### config.mk
export PLATFORM = sky130hd
export DESIGN_NAME = fm_nco_out
export DESIGN_NICKNAME = d
export VERILOG_FILES = /design/src/rtl/fm_mod_pkg.sv /design/src/rtl/fm_nco_out_acc.sv /design/src/rtl/fm_nco_out.sv
export SDC_FILE = /design/constraint.sdc
export NUM_CORES = 1
export LEC_CHECK = 0
export CAP_MARGIN = 20
export CORE_UTILIZATION = 55
export CTS_BUF_LIST = sky130_fd_sc_hd__clkbuf_4
export CTS_CLUSTER_DIAMETER = 150
export DETAILED_ROUTE_END_ITERATION = 8
export GPL_TIMING_DRIVEN = 0
export PLACE_DENSITY = 0.79
export SLEW_MARGIN = 20
export SYNTH_ARGS = -nofsm -noshare
export SYNTH_HDL_FRONTEND = slang
export SYNTH_SLANG_ARGS = --single-unit
export TNS_END_PERCENT = 20
### constraint.sdc
create_clock -name clock -period 3.4 [get_ports clock]
set_input_delay 0.85 -clock clock [delete_from_list [all_inputs] [get_ports clock]]
set_output_delay 0.85 -clock clock [all_outputs]
set_load 0.005 [all_outputs]
### src/rtl/fm_mod_pkg.sv
// Shared defaults, state encoding and saturation limits for the FM NCO output stage.
package fm_mod_pkg;

  localparam int          ACC_W_D       = 32;
  localparam int          IN_W_D        = 24;
  localparam logic [31:0] CARRIER_INC_D = 32'h1999_999A;
  localparam int          DEV_SHIFT_D   = 4;
  localparam int          WDOG_D        = 4;

  typedef enum logic [1:0] {
    ST_IDLE = 2'd0,
    ST_RUN  = 2'd1,
    ST_HOLD = 2'd2
  } st_e;

  // Largest legal increment for a w-bit accumulator: keeps the carrier below Nyquist.
  function automatic logic [63:0] freq_max(input int w);
    return (64'd1 << (w - 1)) - 64'd1;
  endfunction

  localparam logic [63:0] FREQ_MAX = freq_max(ACC_W_D);
  localparam logic [63:0] FREQ_MIN = 64'd0;

endpackage

### src/rtl/fm_nco_out_acc.sv
// Free-running phase accumulator; the registered MSB is the square-wave carrier.
module nco_phase_acc #(
  parameter int ACC_W = 32
) (
  input  logic             clock,
  input  logic             reset,
  input  logic             enable,
  input  logic [ACC_W-1:0] freq_word,
  output logic             o_msb,
  output logic [ACC_W-1:0] o_acc
);

  logic [ACC_W-1:0] r_acc;
  logic             r_msb;

  always_ff @(posedge clock or negedge reset) begin
    if (!reset) begin
      r_acc <= '0;
      r_msb <= 1'b0;
    end else if (!enable) begin
      r_acc <= '0;
      r_msb <= 1'b0;
    end else begin
      r_acc <= r_acc + freq_word;
      r_msb <= r_acc[ACC_W-1];
    end
  end

  assign o_msb = r_msb;
  assign o_acc = r_acc;

endmodule

### src/rtl/fm_nco_out.sv
// FM output stage: captures deviation samples, applies them on the 192 kHz grid,
// saturates the resulting increment and falls back to the bare carrier on starvation.
module fm_nco_out
  import fm_mod_pkg::*;
#(
  parameter int               ACC_W       = ACC_W_D,
  parameter int               IN_W        = IN_W_D,
  parameter logic [ACC_W-1:0] CARRIER_INC = CARRIER_INC_D,
  parameter int               DEV_SHIFT   = DEV_SHIFT_D,
  parameter int               WDOG        = WDOG_D
) (
  input  logic             clock,
  input  logic             reset,
  input  logic             clken192kHz,
  input  logic [IN_W-1:0]  fm_in,
  input  logic             fm_valid,
  input  logic             enable,
  output logic             Fmout,
  output logic [ACC_W-1:0] freq_word,
  output logic             underrun
);

  // Sum width covers the shifted deviation plus carrier with headroom for sign and carry.
  localparam int SW = ((IN_W + DEV_SHIFT > ACC_W) ? IN_W + DEV_SHIFT : ACC_W) + 2;
  localparam int MW = $clog2(WDOG + 1);
  localparam logic [ACC_W-1:0] F_MAX = ACC_W'(freq_max(ACC_W));
  localparam logic [ACC_W-1:0] F_MIN = ACC_W'(FREQ_MIN);

  st_e              r_state, w_state_nxt;
  logic [IN_W-1:0]  r_pend;
  logic             r_pend_flag;
  logic [MW-1:0]    r_miss, w_miss_inc;
  logic [ACC_W-1:0] r_freq;
  logic             r_underrun;

  logic signed [SW-1:0] w_dev, w_sum;
  logic [ACC_W-1:0]     w_sat;
  logic                 w_tick, w_apply, w_miss, w_expire, w_acc_en;
  logic [ACC_W-1:0]     w_acc;

  assign w_dev = $signed({{(SW-IN_W){r_pend[IN_W-1]}}, r_pend}) <<< DEV_SHIFT;
  assign w_sum = $signed({{(SW-ACC_W){1'b0}}, CARRIER_INC}) + w_dev;

  always_comb begin
    w_sat = w_sum[ACC_W-1:0];
    if (w_sum[SW-1])
      w_sat = F_MIN;
    else if (|w_sum[SW-2:ACC_W-1])
      w_sat = F_MAX;
  end

  // Disable takes priority over an apply point landing on the same cycle.
  assign w_tick     = enable && (r_state != ST_IDLE) && clken192kHz;
  assign w_apply    = w_tick && r_pend_flag;
  assign w_miss     = w_tick && !r_pend_flag;
  assign w_miss_inc = (r_miss == MW'(WDOG)) ? r_miss : r_miss + 1'b1;
  assign w_expire   = w_miss && (w_miss_inc == MW'(WDOG));
  assign w_acc_en   = enable && (r_state != ST_IDLE);

  always_comb begin
    w_state_nxt = r_state;
    if (!enable) begin
      w_state_nxt = ST_IDLE;
    end else begin
      case (r_state)
        ST_IDLE: w_state_nxt = ST_RUN;
        ST_RUN:  if (w_expire) w_state_nxt = ST_HOLD;
        ST_HOLD: if (w_apply)  w_state_nxt = ST_RUN;
        default: w_state_nxt = ST_IDLE;
      endcase
    end
  end

  always_ff @(posedge clock or negedge reset) begin
    if (!reset) r_state <= ST_IDLE;
    else        r_state <= w_state_nxt;
  end

  // A fresh strobe wins over the clear, so a coincident apply leaves the new sample pending.
  always_ff @(posedge clock or negedge reset) begin
    if (!reset) begin
      r_pend      <= '0;
      r_pend_flag <= 1'b0;
    end else if (fm_valid) begin
      r_pend      <= fm_in;
      r_pend_flag <= 1'b1;
    end else if (w_apply) begin
      r_pend_flag <= 1'b0;
    end
  end

  always_ff @(posedge clock or negedge reset) begin
    if (!reset) begin
      r_miss     <= '0;
      r_underrun <= 1'b0;
    end else if (!enable || w_apply) begin
      r_miss     <= '0;
      r_underrun <= 1'b0;
    end else if (w_miss) begin
      r_miss <= w_miss_inc;
      if (w_expire) r_underrun <= 1'b1;
    end
  end

  always_ff @(posedge clock or negedge reset) begin
    if (!reset)        r_freq <= CARRIER_INC;
    else if (w_apply)  r_freq <= w_sat;
    else if (w_expire) r_freq <= CARRIER_INC;
  end

  nco_phase_acc #(.ACC_W(ACC_W)) u_acc (
    .clock     (clock),
    .reset     (reset),
    .enable    (w_acc_en),
    .freq_word (r_freq),
    .o_msb     (Fmout),
    .o_acc     (w_acc)
  );

  assign freq_word = r_freq;
  assign underrun  = r_underrun;

endmodule

==> impl_results.html, run 1 <==
<table>
<tr><th>Metric</th><th>Value</th></tr>
<tr><th colspan="2">Global route</th></tr>
<tr><td>Wire length of the first global-routing pass</td><td>21.5 mm</td></tr>
<tr><td>GR met3 Demand/Resource</td><td>3.95%</td></tr>
<tr><td>Sum of overflow across all layers after global routing</td><td>0</td></tr>
<tr><td>Total global routing track utilization</td><td>27.5%</td></tr>
<tr><td>Largest net degree at the start of global routing</td><td>55</td></tr>
<tr><td>Most crowded layer after global routing</td><td>met2</td></tr>
<tr><td>Met2 Use GR</td><td>44.2%</td></tr>
<tr><td>Vias in the first global route</td><td>4,409</td></tr>
<tr><td>M1 GR Usage</td><td>38.0%</td></tr>
<tr><td>Antenna violations before repair</td><td>0</td></tr>
<tr><th colspan="2">Cells and area</th></tr>
<tr><td>Most used cells in the layout excluding fill and tap cells</td><td>sky130_fd_sc_hd__dfrtp_1, sky130_fd_sc_hd__nand2_1, sky130_fd_sc_hd__clkdlybuf4s50_1, sky130_fd_sc_hd__nor2_1, sky130_fd_sc_hd__a21oi_1</td></tr>
<tr><td>Final cell count without fillers</td><td>773</td></tr>
<tr><td>Fraction of layout cells with a size suffix above 1</td><td>11.0%</td></tr>
<tr><td>Synth-to-layout area growth</td><td>17.2%</td></tr>
<tr><td>Total area of multi-input combinational cells</td><td>2940 um^2</td></tr>
<tr><td>Layout Nets</td><td>698</td></tr>
<tr><td>Final core utilization</td><td>67.1%</td></tr>
<tr><td>Most frequent standard cell in the layout excluding fill and tap cells</td><td>sky130_fd_sc_hd__dfrtp_1</td></tr>
<tr><td>Register cell area after layout</td><td>2240 um^2</td></tr>
<tr><td>Filler Cell Count</td><td>759</td></tr>
<tr><td>Number of antenna diodes</td><td>0</td></tr>
<tr><th colspan="2">Yosys</th></tr>
<tr><td>Synth top area cells</td><td>sky130_fd_sc_hd__dfrtp_1, sky130_fd_sc_hd__ha_1, sky130_fd_sc_hd__dfstp_2, sky130_fd_sc_hd__mux2_2, sky130_fd_sc_hd__nand2_1</td></tr>
<tr><td>Number of flip-flops and latches in the synthesized netlist</td><td>89</td></tr>
<tr><td>Fraction of the mapped netlist area in simple logic gates</td><td>16.0%</td></tr>
<tr><td>Post-Synth Adder-Cell Area</td><td>7.03%</td></tr>
<tr><td>Mux cell area share after synthesis</td><td>6.77%</td></tr>
<tr><td>Dominant register cell in the synthesized netlist</td><td>sky130_fd_sc_hd__dfrtp_1</td></tr>
<tr><td>Count of cell types in the netlist</td><td>61</td></tr>
<tr><td>Proportion of netlist area held by the largest area contributor</td><td>35.6%</td></tr>
<tr><td>Xor and xnor fraction of the mapped netlist area</td><td>4.43%</td></tr>
<tr><td>Post-synth EDFFs</td><td>0</td></tr>
<tr><td>Syn Area/Cell</td><td>9.40 um^2</td></tr>
<tr><td>Area fraction in compound gates after synthesis</td><td>20.4%</td></tr>
<tr><td>Area of the mapped netlist</td><td>5340 um^2</td></tr>
<tr><td>Count of synthesis-stage warnings from yosys</td><td>0</td></tr>
<tr><td>Post-Syn Instances</td><td>568</td></tr>
<tr><td>Fraction of synthesis flops using an asynchronous set or reset pin</td><td>100%</td></tr>
<tr><td>Synth area leader</td><td>sky130_fd_sc_hd__dfrtp_1</td></tr>
<tr><td>Portion of the post-synthesis area used by sequential elements</td><td>42.0%</td></tr>
<tr><td>Combinational family with the most area after synthesis</td><td>compound AO/OA/AOI/OAI gates</td></tr>
<tr><th colspan="2">Drt</th></tr>
<tr><td>Routed wire length per instance</td><td>17.0 um</td></tr>
<tr><td>Number of nets with antenna violations after detailed routing</td><td>0</td></tr>
<tr><td>Number of vias per cell</td><td>5.93</td></tr>
<tr><td>Vias after detailed routing</td><td>4,583</td></tr>
<tr><td>Number of DRC markers in iteration 0</td><td>269</td></tr>
<tr><td>Detailed Route WL</td><td>13.1 mm</td></tr>
<tr><td>Number of DRC violations after detailed routing</td><td>0</td></tr>
<tr><td>First-pass iteration count of the detailed router</td><td>5</td></tr>
<tr><th colspan="2">STA</th></tr>
<tr><td>Final-report setup violation count</td><td>0</td></tr>
<tr><td>Min Tclk post-route</td><td>2850 ps</td></tr>
<tr><td>Final period utilization</td><td>83.8%</td></tr>
<tr><td>Final Hold Violating Endpoints</td><td>0</td></tr>
<tr><td>Relative slew margins</td><td>46.9%</td></tr>
<tr><td>Setup WS post-layout</td><td>552 ps</td></tr>
<tr><td>RSZ-0062 raised after global routing</td><td>no</td></tr>
<tr><td>Final slew viol count</td><td>0</td></tr>
<tr><td>Final setup skew</td><td>13.6 ps</td></tr>
<tr><td>Worst Max-Slew Pin Slew</td><td>788 ps</td></tr>
<tr><td>Maximum clock rate</td><td>351 MHz</td></tr>
<tr><td>Worst hold slack</td><td>339 ps</td></tr>
<tr><th colspan="2">Clock tree</th></tr>
<tr><td>Number of buffers added by the clock tree synthesis step</td><td>9</td></tr>
<tr><td>CTS tree</td><td>done</td></tr>
<tr><td>Root buffer selected by CTS</td><td>sky130_fd_sc_hd__clkbuf_4</td></tr>
<tr><td>Number of buffers added to fix hold violations after cts</td><td>0</td></tr>
<tr><td>Clock input transition at the sequential cells of the worst setup and hold paths</td><td>150 ps</td></tr>
<tr><td>Post-CTS setup buffers</td><td>0</td></tr>
<tr><td>H-tree Lvls</td><td>3</td></tr>
<tr><td>Later-pin clock latency in the skew report</td><td>460 ps</td></tr>
<tr><td>CTS sink count</td><td>89</td></tr>
<tr><td>CTS-repair resized insts</td><td>0</td></tr>
<tr><td>Maximum clock path buffer count</td><td>2</td></tr>
<tr><th colspan="2">Placement</th></tr>
<tr><td>Final HPWL DP</td><td>10.1 mm</td></tr>
<tr><td>Count of input and output buffers</td><td>55</td></tr>
<tr><td>Dpl ws</td><td>269 ps</td></tr>
<tr><td>Post-placement cell count</td><td>757</td></tr>
<tr><td>Placer's final routability congestion estimate</td><td>0.962</td></tr>
<tr><th colspan="2">Power</th></tr>
<tr><td>Worst-case vdd ir drop</td><td>0.000251 V</td></tr>
<tr><td>Static leakage</td><td>0.00274 uW</td></tr>
<tr><td>Cell area power density</td><td>569 nW/um^2</td></tr>
<tr><td>Post-layout power</td><td>3570 uW</td></tr>
<tr><th colspan="2">Critical path</th></tr>
<tr><td>Buf+Inv Stages, Crit Path</td><td>1</td></tr>
<tr><td>Data required, critical path</td><td>3760 ps</td></tr>
<tr><td>Signal arrival time at the worst endpoint</td><td>3210 ps</td></tr>
<tr><td>Maximum fanout encountered on the critical timing path</td><td>10</td></tr>
<tr><td>Cell family with the largest share of critical-path delay</td><td>compound AO/OA/AOI/OAI gates</td></tr>
<tr><td>CP startpoint kind</td><td>register</td></tr>
<tr><td>Slowest stage cell on the critical path</td><td>sky130_fd_sc_hd__o21ai_0</td></tr>
<tr><td>Delay of the slowest cell on the worst path</td><td>630 ps</td></tr>
<tr><td>Critical path capture point type</td><td>register</td></tr>
<tr><td>Critical path cell sequence</td><td>ha_1 &gt; buf_2 &gt; nand2_1 &gt; o21a_1 &gt; o21ai_0 &gt; a211oi_1 &gt; a21boi_0 &gt; mux2_2</td></tr>
<tr><td>Crit Path Class</td><td>register to register</td></tr>
<tr><th colspan="2">Floorplan</th></tr>
<tr><td>Vertical die dimension</td><td>101 um</td></tr>
<tr><td>Area enclosed by the die boundary</td><td>10,100 um^2</td></tr>
<tr><td>Effective utilization at floorplan</td><td>57.3%</td></tr>
<tr><td>Number of cell rows</td><td>35</td></tr>
<tr><td>Core outline area</td><td>9330 um^2</td></tr>
<tr><td>I/O Pins</td><td>63</td></tr>
<tr><td>Die extent in x</td><td>101 um</td></tr>
<tr><th colspan="2">Hold path</th></tr>
<tr><td>Worst Hold Class</td><td>input pin to asynchronous set/reset pin</td></tr>
<tr><th colspan="2">Job</th></tr>
<tr><td>Max-cap violations</td><td>0</td></tr>
<tr><th colspan="2">Outcome</th></tr>
<tr><td>Run status</td><td>finished clean</td></tr>
</table>
-- power by group --
part,switching [uW],internal (uW),total [uW],leakage [uW]
Clock,399,308,707,0.0000905
Sequential,163,1250,1420,0.00110
Combinational,793,648,1440,0.00154
-- sequential cells by signal, indices dropped and copies added, names as in the netlist --
register / count
freq_word: 26
r_pend_flag: 1
r_pend: 24
u_acc.o_acc: 31
underrun: 1
r_miss: 3
r_state: 2
u_acc.o_msb: 1
-- metal layers --
metal  wire length, um  share of wire [%]  up-vias
met5                 0                  0        -
met3               739                5.6       24
met1              6020                 46     2179
li1                  -                  -     2202
met2              6140                 47      178
met4               243                1.8        0
-- path summary, 6_finish.rpt --
kind / start / endpoint / slack, ps / cells after the start
max in group asynchronous: reset / freq_word[15] / 2370 / 2
setup / recovery: freq_word[17] / u_acc.o_acc[31] / 550 / 8
hold reg to reg: u_acc.o_acc[1] / u_acc.o_acc[1] / 470 / 1
hold / removal: reset / u_acc.o_acc[27] / 340 / 1
setup reg to reg: freq_word[17] / u_acc.o_acc[31] / 550 / 8
min in group clock: u_acc.o_acc[1] / u_acc.o_acc[1] / 470 / 1
-- stage by stage --
stage                     cell area, um^2  TNS, ps
after floorplan                      5360        0
after global placement               6070  -136190
after detailed placement             6090        0
after CTS                            6260        0
after global routing                 6260        0
final                                6260        0
-- synthesized netlist by cell type (all sizes together), types with 6 or more instances --
cell type	count
dfrtp	76
nand2	60
nor2	44
o21ai	41
a21oi	39
ha	30
mux2	25
clkbuf	22
nor3	18
nand3	14
xor2	14
dfstp	13
xnor2	13
a21o	10
o21a	10
a31oi	9
buf	9
inv	8
mux2i	8
nand2b	8
nor2b	7
o211ai	7
and2	6
nand4	6
nor3b	6
-- kinds of logic (layout without fill, tap and decap cells) --
family / after synthesis / after routing
simple gates: 182 / 182
mux: 33 / 33
flops: 89 / 89
xor+xnor: 27 / 27
fa+ha+maj: 30 / 30
other cells: 2 / 6
compound gates: 166 / 166
buf+inv: 39 / 111
-- layout make-up --
| type | instances | share of cell area (%) |
|---|---|---|
| buffer | 31 | 2.26 |
| inverter | 8 | 0.480 |
| timing repair buffer | 56 | 9.19 |
| tap | 129 | 2.58 |
| clock buffer | 9 | 1.08 |
| sequential | 89 | 35.8 |
| multi-input combinational | 444 | 47.0 |
| clock inverter | 7 | 1.62 |
(Power assumes the default switching activity.)
==> run 2: changes to the inputs <==
CORE_UTILIZATION = 53   (was 55)
clock period = 2.6 ns   (was 3.4 ns; I/O delays follow)
==> run 2 against run 1 <==
Effect of this change:
- worst hold slack got worse by 120 ps
- design area rose by 0.18%
- non-clock buffer count fell by 1
- wire length fell by 0.26%
- final cell count rose by 0.39%
- sequential power rose by 30%
- critical endpoint is now u_acc.o_acc[22]
- clock-buffer cell count rose by 1
- clock power rose by 14%
==> impl_results.html, run 2 (synthesized netlist as in run 1, its figures left out) <==
<table>
<tr><th>Metric</th><th>Value</th></tr>
<tr><th colspan="2">Power</th></tr>
<tr><td>Cell area power density</td><td>732 nW/um^2</td></tr>
<tr><td>Share of total power in the clock network</td><td>17.6%</td></tr>
<tr><td>Static leakage</td><td>0.00273 uW</td></tr>
<tr><td>Switching share of power</td><td>38.8%</td></tr>
<tr><td>Worst-case vdd ir drop</td><td>0.000374 V</td></tr>
<tr><td>Switch Pwr</td><td>1780 uW</td></tr>
<tr><td>Internal power of the cells</td><td>2810 uW</td></tr>
<tr><td>Sequential share of power</td><td>40.3%</td></tr>
<tr><td>Power share of the combinational group</td><td>42.1%</td></tr>
<tr><th colspan="2">STA</th></tr>
<tr><td>Final slew viol count</td><td>0</td></tr>
<tr><td>Min Tclk post-route</td><td>2570 ps</td></tr>
<tr><td>Relative slew margins</td><td>52.8%</td></tr>
<tr><td>Final period utilization</td><td>98.9%</td></tr>
<tr><td>Final setup skew</td><td>15.9 ps</td></tr>
<tr><td>RSZ-0062 raised after global routing</td><td>yes</td></tr>
<tr><td>Worst Max-Slew Pin Slew</td><td>708 ps</td></tr>
<tr><td>Setup WS post-layout</td><td>29.0 ps</td></tr>
<tr><td>Maximum clock rate</td><td>389 MHz</td></tr>
<tr><td>Final-report setup violation count</td><td>0</td></tr>
<tr><td>Final Hold Violating Endpoints</td><td>0</td></tr>
<tr><th colspan="2">Global route</th></tr>
<tr><td>Antenna violations before repair</td><td>0</td></tr>
<tr><td>Largest net degree at the start of global routing</td><td>55</td></tr>
<tr><td>Vias in the first global route</td><td>4,467</td></tr>
<tr><td>Sum of overflow across all layers after global routing</td><td>0</td></tr>
<tr><td>Total global routing track utilization</td><td>27.3%</td></tr>
<tr><td>Wire length of the first global-routing pass</td><td>21.8 mm</td></tr>
<tr><th colspan="2">Floorplan</th></tr>
<tr><td>Effective utilization at floorplan</td><td>54.6%</td></tr>
<tr><td>I/O Pins</td><td>63</td></tr>
<tr><td>Core outline area</td><td>9770 um^2</td></tr>
<tr><td>Area enclosed by the die boundary</td><td>10,500 um^2</td></tr>
<tr><td>Vertical die dimension</td><td>102 um</td></tr>
<tr><td>Number of cell rows</td><td>36</td></tr>
<tr><td>Die extent in x</td><td>102 um</td></tr>
<tr><th colspan="2">Placement</th></tr>
<tr><td>Dpl ws</td><td>-388 ps</td></tr>
<tr><td>Final HPWL DP</td><td>10.0 mm</td></tr>
<tr><td>Placer's final routability congestion estimate</td><td>0.946</td></tr>
<tr><td>Count of input and output buffers</td><td>55</td></tr>
<tr><td>Instance area at placement</td><td>6090 um^2</td></tr>
<tr><th colspan="2">Drt</th></tr>
<tr><td>Number of DRC violations after detailed routing</td><td>0</td></tr>
<tr><td>First-pass iteration count of the detailed router</td><td>5</td></tr>
<tr><td>Number of DRC markers in iteration 0</td><td>274</td></tr>
<tr><td>Number of vias per cell</td><td>5.89</td></tr>
<tr><td>Routed wire length per instance</td><td>16.9 um</td></tr>
<tr><td>Vias after detailed routing</td><td>4,570</td></tr>
<tr><td>Detailed Route WL</td><td>13.1 mm</td></tr>
<tr><td>Number of nets with antenna violations after detailed routing</td><td>0</td></tr>
<tr><th colspan="2">Clock tree</th></tr>
<tr><td>CTS tree</td><td>done</td></tr>
<tr><td>Root buffer selected by CTS</td><td>sky130_fd_sc_hd__clkbuf_4</td></tr>
<tr><td>Number of buffers added to fix hold violations after cts</td><td>0</td></tr>
<tr><td>Clock input transition at the sequential cells of the worst setup and hold paths</td><td>150 ps</td></tr>
<tr><td>Maximum clock path buffer count</td><td>2</td></tr>
<tr><td>Post-CTS setup buffers</td><td>0</td></tr>
<tr><td>H-tree Lvls</td><td>3</td></tr>
<tr><td>Later-pin clock latency in the skew report</td><td>450 ps</td></tr>
<tr><td>Number of buffers added by the clock tree synthesis step</td><td>9</td></tr>
<tr><td>CTS sink count</td><td>89</td></tr>
<tr><th colspan="2">Critical path</th></tr>
<tr><td>Data required, critical path</td><td>2930 ps</td></tr>
<tr><td>CP startpoint kind</td><td>register</td></tr>
<tr><td>Crit Path Class</td><td>register to register</td></tr>
<tr><td>Maximum fanout encountered on the critical timing path</td><td>5</td></tr>
<tr><td>Critical path capture point type</td><td>register</td></tr>
<tr><td>Slowest stage cell on the critical path</td><td>sky130_fd_sc_hd__o21bai_1</td></tr>
<tr><td>Delay of the slowest cell on the worst path</td><td>460 ps</td></tr>
<tr><td>Minimum setup slack among reg-to-reg paths</td><td>30 ps</td></tr>
<tr><td>Signal arrival time at the worst endpoint</td><td>2900 ps</td></tr>
<tr><td>Critical path cell sequence</td><td>ha_1 &gt; nand3_1 &gt; o211ai_1 &gt; a41oi_2 &gt; o21bai_1 &gt; a41oi_1 &gt; mux2i_1</td></tr>
<tr><th colspan="2">Cells and area</th></tr>
<tr><td>Flip-flop count of the largest register after layout</td><td>31</td></tr>
<tr><td>Most frequent standard cell in the layout excluding fill and tap cells</td><td>sky130_fd_sc_hd__dfrtp_1</td></tr>
<tr><td>Cell area after layout</td><td>6270 um^2</td></tr>
<tr><td>Number of antenna diodes</td><td>0</td></tr>
<tr><td>Fraction of layout cells with a size suffix above 1</td><td>12.6%</td></tr>
<tr><td>Most used cells in the layout excluding fill and tap cells</td><td>sky130_fd_sc_hd__dfrtp_1, sky130_fd_sc_hd__nand2_1, sky130_fd_sc_hd__clkdlybuf4s50_1, sky130_fd_sc_hd__nor2_1, sky130_fd_sc_hd__a21oi_1</td></tr>
<tr><td>Synth-to-layout area growth</td><td>17.5%</td></tr>
<tr><td>Layout Nets</td><td>697</td></tr>
<tr><td>Filler Cell Count</td><td>822</td></tr>
<tr><th colspan="2">Outcome</th></tr>
<tr><td>Run status</td><td>finished clean</td></tr>
<tr><th colspan="2">Hold path</th></tr>
<tr><td>Worst Hold Class</td><td>input pin to asynchronous set/reset pin</td></tr>
<tr><th colspan="2">Job</th></tr>
<tr><td>Max-cap violations</td><td>0</td></tr>
</table>
==> run 2: worst paths after layout <==
| path | from | end | depth (start not counted) |
|---|---|---|---|
| setup / recovery | freq_word[5] | u_acc.o_acc[22] | 7 |
| hold / removal | reset | u_acc.o_acc[4] | 1 |
| setup reg to reg | freq_word[5] | u_acc.o_acc[22] | 7 |
| hold reg to reg | u_acc.o_acc[1] | u_acc.o_acc[1] | 1 |
| max in group asynchronous | reset | freq_word[8] | 2 |
| min in group clock | u_acc.o_acc[1] | u_acc.o_acc[1] | 1 |
==> run 2: layout make-up <==
type,count,area (um^2),area share [%]
multi-input cells,444,2980,47.6
flip-flops and latches,89,2240,35.8
repair buffers,56,568,9.05
well taps,133,166,2.65
plain buffers,30,139,2.21
clock buffers,10,75.1,1.20
clock inverters,6,67.6,1.08
inverters,8,30.0,0.479
==> run 2: worst max-delay path, delay by kind of cell (launching register included) <==
kind	cells	cell delay, ps
multiplexers	1	170
adder cells (fa/ha/maj)	1	400
AO/OA/AOI/OAI	4	1320
AND/OR/NAND/NOR	1	100
flip-flops	1	450
==> run 2: routing by layer <==
layer	wire [um]	track usage, %	share of wire [%]
met5	0	0	0
met4	238	8.35	1.8
met3	602	4.31	4.6
met2	6470	46.8	49
met1	5790	35.7	44
==> run 2: power groups by stage <==
stage	sequential, uW	clock, uW	combinational [uW]
floorplan	1800	0	1270
global placement	1860	0	1800
detailed placement	1870	0	1860
CTS	1850	824	1880
global route	1880	884	2130
finish	1850	808	1930
==> run 2: per-stage QoR <==
stage | util (%) | hold slack [ps] | instances | total power, uW | TNS (ps)
finish | 64.2 | 220 | 776 | 4590 | 0
global route | 64.2 | 257 | 776 | 4890 | -209
CTS | 63.9 | 241 | 777 | 4550 | 0
detailed placement | 62.3 | 474 | 761 | 3730 | -7810
global placement | 62.1 | 447 | 760 | 3660 | -193160
floorplan | - | 354 | 572 | 3080 | 0
==> run 2: repair_timing <==
action	4_1_cts	5_1_grt
setup endpoints to repair	2	15
resized for setup	2	10
cloned	0	0
